===== src/rtl/instr_encoder.sv =====
// Instruction encoder: accepts decoded instruction fields, packs them into 32-bit
// MIPS-style words and streams them to instruction memory at consecutive addresses.
module instr_encoder #(
  parameter logic [31:0] BASE_ADDR = 32'h0000_0000,
  parameter int          MAX_WORDS = 64
) (
  input  logic        clk,
  input  logic        reset,
  input  logic        start,
  input  logic        in_valid,
  output logic        in_ready,
  input  logic [3:0]  in_kind,
  input  logic [4:0]  in_rs,
  input  logic [4:0]  in_rt,
  input  logic [4:0]  in_rd,
  input  logic [15:0] in_imm,
  input  logic [25:0] in_target,
  input  logic        in_last,
  output logic        imem_we,
  output logic [31:0] imem_addr,
  output logic [31:0] imem_wdata,
  output logic [7:0]  count,
  output logic        busy,
  output logic        done,
  output logic        err
);

  typedef enum logic [1:0] {IDLE, ACCEPT, WRITE, DONE} state_t;

  localparam logic [7:0] MAXW = 8'(MAX_WORDS);

  state_t     state, state_nxt;
  logic       last_q;
  logic       legal;
  logic [7:0] count_inc;

  function automatic logic [31:0] encode(input logic [3:0]  kind,
                                         input logic [4:0]  rs,
                                         input logic [4:0]  rt,
                                         input logic [4:0]  rd,
                                         input logic [15:0] imm,
                                         input logic [25:0] target);
    logic [31:0] w;
    case (kind)
      4'd0:    w = {6'b100011, rs, rt, imm};
      4'd1:    w = {6'b101011, rs, rt, imm};
      4'd2:    w = {6'b000000, rs, rt, rd, 5'b00000, 6'b100000};
      4'd3:    w = {6'b000000, rs, rt, rd, 5'b00000, 6'b100010};
      4'd4:    w = {6'b000000, rs, rt, rd, 5'b00000, 6'b101010};
      4'd5:    w = {6'b000000, rs, rt, rd, 5'b00000, 6'b011100};
      4'd6:    w = {6'b001000, rs, rt, imm};
      4'd7:    w = {6'b000100, rs, rt, imm};
      4'd8:    w = {6'b000010, target};
      default: w = 32'h0000_0000;
    endcase
    return w;
  endfunction

  assign legal     = (in_kind <= 4'd8);
  assign count_inc = count + 8'd1;

  // Outputs decode straight from state so an async reset drops imem_we at once
  assign in_ready = (state == ACCEPT);
  assign imem_we  = (state == WRITE);
  assign busy     = (state == ACCEPT) || (state == WRITE);
  assign done     = (state == DONE);

  always_ff @(posedge clk or posedge reset) begin
    if (reset) state <= IDLE;
    else       state <= state_nxt;
  end

  always_comb begin
    state_nxt = state;
    case (state)
      IDLE, DONE: if (start) state_nxt = ACCEPT;
      ACCEPT:     if (in_valid && legal) state_nxt = WRITE;
      WRITE:      state_nxt = (last_q || count_inc == MAXW) ? DONE : ACCEPT;
      default:    state_nxt = IDLE;
    endcase
  end

  // Word capture at transfer; address/count advance as WRITE is left
  always_ff @(posedge clk or posedge reset) begin
    if (reset) begin
      imem_addr  <= BASE_ADDR;
      imem_wdata <= 32'h0000_0000;
      count      <= 8'd0;
      err        <= 1'b0;
      last_q     <= 1'b0;
    end else begin
      case (state)
        IDLE, DONE: begin
          if (start) begin
            imem_addr <= BASE_ADDR;
            count     <= 8'd0;
            err       <= 1'b0;
          end
        end
        ACCEPT: begin
          if (in_valid) begin
            if (legal) begin
              imem_wdata <= encode(in_kind, in_rs, in_rt, in_rd, in_imm, in_target);
              last_q     <= in_last;
            end else begin
              err <= 1'b1;
            end
          end
        end
        WRITE: begin
          imem_addr <= imem_addr + 32'd4;
          count     <= count_inc;
          if (!last_q && count_inc == MAXW) err <= 1'b1;
        end
        default: ;
      endcase
    end
  end

endmodule


===== config.mk =====
export PLATFORM = sky130hd
export DESIGN_NAME = instr_encoder
export DESIGN_NICKNAME = d
export VERILOG_FILES = /design/src/rtl/instr_encoder.sv
export SDC_FILE = /design/constraint.sdc
export NUM_CORES = 1
export LEC_CHECK = 0
export ABC_AREA = 1
export CAP_MARGIN = 15
export CORE_ASPECT_RATIO = 1.1
export CORE_UTILIZATION = 50
export CTS_BUF_LIST = sky130_fd_sc_hd__clkbuf_8
export CTS_CLUSTER_DIAMETER = 50
export DETAILED_ROUTE_END_ITERATION = 8
export PLACE_DENSITY_LB_ADDON = 0.3
export SYNTH_ARGS = -nofsm -noshare
export SYNTH_HDL_FRONTEND = slang
export SYNTH_SLANG_ARGS = --single-unit

===== constraint.sdc =====
create_clock -name clk -period 7.2 [get_ports clk]
set_input_delay 1.44 -clock clk [delete_from_list [all_inputs] [get_ports clk]]
set_output_delay 1.44 -clock clk [all_outputs]
set_load 0.02 [all_outputs]

; Word level (Yosys, flattened, before mapping)
; Index checks and enable logic that the tools add are counted.
[totals]
ff_bits = 76
in_bits = 66
out_inout_bits = 77
elab_cells = 53
[op_classes]
add_sub_neg = 2
magnitude_cmp = 1
n_eq_ne = 17
mux = 14
n_reduce_logical = 13
[op_table]
columns = cell, n
row1 = $pmux W32 S9, 1
row2 = $pmux W32 S2, 1
row3 = $add A32 B3 Y32 const B, 1
row4 = $mux W32, 1
row5 = $eq A4 B3 Y1 const B, 4
row6 = $pmux W8 S2, 1
row7 = $add A8 B1 Y8 const B, 1
row8 = $eq A4 B2 Y1 const B, 2
row9 = $eq A8 B7 Y1 const B, 1
row10 = $mux W8, 1
row11 = $mux W2, 3
row12 = $ne A2 B2 Y1 const B, 3
row13 = $pmux W2 S3, 1
row14 = $eq A2 B2 Y1 const B, 2
row15 = $eq A4 B1 Y1 const B, 1
row16 = $eq A4 B4 Y1 const B, 1
row17 = $le A4 B4 Y1 const B, 1
row18 = $logic_not A4 Y1, 1
row19 = $mux W1, 4
row20 = $ne A2 B1 Y1 const B, 2
row21 = $reduce_and A2 Y1, 2
row22 = $reduce_and A4 Y1, 1
row23 = $pmux W1 S3, 1
row24 = $reduce_and A3 Y1, 1
row25 = 7 further kinds, 9

; Logic depth before layout (Yosys ltp)
[logic_depth]
word_depth = 5
depth_mapped = 12
depth_no_buf = 12

; Worst setup path after synthesis
; Ideal clock, no wire load.
[synth_timing]
path_kind = input port to flip-flop
startpoint = input in_kind[1]
endpoint = register imem_wdata[25]
setup_ns = 0.125
arrival_ns = 2.347
t_required_ns = 7.075
slack_ns = 4.729
path_stages = 10
n_path_buf = 2
cell_sequence = nor2_2 > nand3_2 > nand2_1 > nand2_2 > nor2_4 > inv_2 > buf_6 > buf_6 > nand2_1 > nand3_1
[synth_between]
elab_chain_cells = 2
word_cells_on_any_way = 12
classes_between = 1 x order compare / 8 x eq/ne / 1 x mux / 2 x reduce/logical
[synth_rtl]
columns = item, line_no
row1 = start: declaration, 12  ; input logic [3:0] in_kind,
row2 = $le A4 B4 Y1 (tied with other cells), 59  ; assign legal = (in_kind <= 4'd8);
row3 = $reduce_and A3 Y1 (no source line) / $pmux W32 S9 (equally long branches), -
row4 = end signal: assignment, 103  ; imem_wdata <= encode(in_kind, in_rs, in_rt, in_rd, in_imm, in_target);
row5 = end: declaration, 21  ; output logic [31:0] imem_wdata,
; Several ways; a longest one is shown, not always the timed one.
; A chain may end at the register's enable or synchronous reset.

; Worst setup path after layout
[layout_timing]
startpoint = input in_kind[1]
endpoint = register imem_wdata[4]
; The elaborated chain is that of the path after synthesis.

==> results.md <==
- Combinational Power Share: 42.2%
- Fin. Hold Viols: 0
- TritonCTS clock tree: done
- Clock Latency Late Sink: 0.34 ns
- Setup Buffers After CTS: 0
- Failing checks: DRC
- Share of cells above drive strength 1: 5.22%
- Hold buffers post-CTS: 0
- RSZ-0062 raised after global routing: false
- Hold path depth: 2
- Reg clk slew, reported paths: 0.07 ns
- Final Cycle Share: 52.2%
- Routed Antenna Nets: 0
- DRT Pass-1 Iters: 7
- Largest net degree at the start of global routing: 73
- Synth Register Bits: 72
- VDD IR max: 208 µV
- Arrival time at the worst endpoint: 4.03 ns
- Final slew viol count: 0
- WL/cell: 14.5 µm
- Slew HR: 27.5%
- Setup slack, reg-to-reg: 4.53 ns
- WHS: 0.488 ns
- Cells after synthesis: 533
- Initial antenna violation count: 0
- Vias in the first global route: 4026
- CP max stage delay: 0.78 ns
- Sequential power share: 35.5%
- Ys async rst share: 100%
- DR iter-0 viols: 212
- DRC Markers: 1
- Io pins: 143
- Clock share of power: 22.3%
- Yosys top cell by area: dfrtp_1
- PostCTS Resize Cnt: 0
- Status: finished, violations left
- Gr usage total: 27.8%
- # diodes: 0
- Reg area: 0.00180 mm²
- Hold crit path type: reg -> reg
- Post-synth EDFFs: 0
- Area taken by multi-input logic gates: 0.00191 mm²
- Vias: 4174
- Post-detailed-placement half-perimeter wirelength: 8500 µm
- CTS root buffer: clkbuf_8
- Final #Nets: 737
- Initial Util: 51.4%
- Sequential area share after synthesis: 44.5%
- Final setup vio count: 0
- CP Capture Type: flop
- Min cycle time layout: 3.76 ns
- Slowest CP cell: nor2_4
- Row cnt: 34
- H-tree levels: 3
- Number of buffers created by CTS: 9
- Hold path start: err$_DFFE_PP0P_
- Crit path launch type: input port
- Core area: 0.00787 mm²
- Chip height: 96.4 µm
- Worst R2R Start: state[0]$_DFFE_PP0P_
- Reg-to-Reg End: imem_addr[15]$_DFFE_PP0P_
- GRT overflow: 0
- Switching part of the total: 37.9%
- Hold endpoint: err$_DFFE_PP0P_
- Power per cell area: 286 mW/mm²
- CTS Sinks: 72
- Maximum buffer depth of the clock tree: 2
- Synthesized area: 0.00405 mm²
- Die area: 0.00846 mm²
- Routability cong.: 0.923
- Internal Dissipation: 1.01 mW
- Setup TNS: 0 ns
- Global-route wire length before repair: 18000 µm
- Die W: 87.8 µm
- WP data required: 7.47 ns
- FF-to-FF path depth: 7
- Synth cell count leaders: 130 x nand2_1, 76 x nand3_1, 72 x dfrtp_1
- CP max FO: 53
- Leak pwr: 2.41 nW
- Area share of the largest cell type after synthesis: 44.5%
- Crit Path Class: in -> reg
- IO Port Bufs: 139
- Final WL: 11300 µm
- Vias per cell: 5.37
- Cells along the critical path: clkdlybuf4s50_1 -> nor2_2 -> nand3_2 -> nand2_1 -> nand2_2 -> nor2_4 -> inv_2 -> a21oi_1 -> a21oi_1 -> nand2_1
- Top-count cell post-synth: nand2_1
- YS warnings: 0
- Dominant cells by area after synthesis: dfrtp_1 44%, nand2_1 12%, nand3_1 9.4%
- Psw: 0.618 mW
- Clock Skew: 0.00743 ns
- Worst-margin pin slew: 1.08 ns
- Area grow syn2layout: 40.8%
- Synth Flop Type: dfrtp_1
- Fill cells: 639
- Count of cell types in the netlist: 40
- Avg Inst Size Synth: 7.60 µm²
- Max Cap Viol: 0
- F_max: 0.266 GHz
worst max-delay path, delay by kind of cell:
family	cells	cell delay, ns
AND/OR/NAND/NOR	6	1.30
buffers and inverters	2	0.95
AO/OA/AOI/OAI	2	0.31
worst max path at each step:
stage | startpoint | endpoint | depth (start not counted) | slack [ns]
2_1_floorplan | reset | count[0]$_DFFE_PP0P_ | 1 | 3.94
3_3_place_gp | in_kind[1] | imem_wdata[4]$_DFFE_PP0P_ | 9 | 3.21
3_5_place_dp | in_kind[1] | imem_wdata[4]$_DFFE_PP0P_ | 10 | 3.11
4_1_cts | in_kind[1] | imem_wdata[4]$_DFFE_PP0P_ | 10 | 3.47
5_1_grt | in_kind[1] | imem_wdata[4]$_DFFE_PP0P_ | 10 | 3.19
6_report | in_kind[1] | imem_wdata[4]$_DFFE_PP0P_ | 10 | 3.44
metal layers:
metal	wire [µm]	global-route usage, %	up-vias
li1	-	-	2034
met1	4620	32.8	1949
met2	5580	47.3	162
met3	709	7.14	29
met4	376	13.0	0
met5	0	0	-
sequential cells by signal, summed over array words and instances, names as in the netlist:
| name | count |
|---|---|
| imem_wdata | 30 |
| last_q | 1 |
| state | 2 |
| imem_addr | 30 |
| err | 1 |
| count | 8 |
layout make-up:
class	count	share of cell area, %
Clock inverter	1	0.527
Timing Repair Buffer	140	24.5
Sequential cell	72	31.6
Multi-Input combinational cell	385	33.6
Inverter	57	3.75
Tap cell	108	2.37
Clock buffer	15	3.62
through the flow:
step	worst slack, ns	total power [mW]	instance area, µm²	utilization [%]	cells
finish	3.44	1.63	5700	72.4	778
global route	3.19	1.72	5700	72.4	778
CTS	3.47	1.64	5700	72.4	778
detailed placement	3.11	1.27	5460	69.4	762
global placement	3.21	1.26	5460	69.4	762
floorplan	3.94	0.959	4060	-	535
power by group through the flow:
stage	registers (mW)	logic, mW	clock network, mW
after floorplan	0.679	0.280	0
after global placement	0.581	0.675	0
after detailed placement	0.578	0.691	0
after CTS	0.578	0.691	0.368
after global routing	0.591	0.746	0.384
final	0.580	0.689	0.364
cells by family after synthesis:
kind of cell | synth area share [%]
compound gates | 10.2
simple gates | 34.3
other cells | 0.0926
fa+ha+maj | 1.85
buf+inv | 8.41
flops | 44.5
xor+xnor | 0.649
cell usage in the layout (no fill, tap or decap), types with 4 or more instances in the layout:
cell / instances
o21ai_0: 23
ha_1: 6
nand2_1: 130
nand2_2: 4
nand3_1: 76
a41oi_1: 5
a21oi_1: 24
clkdlybuf4s50_1: 139
inv_1: 54
nor2_1: 45
dfrtp_1: 72
o21a_1: 6
clkbuf_8: 15
nor3_1: 18
nand4_1: 12
(Power assumes the default switching activity.)
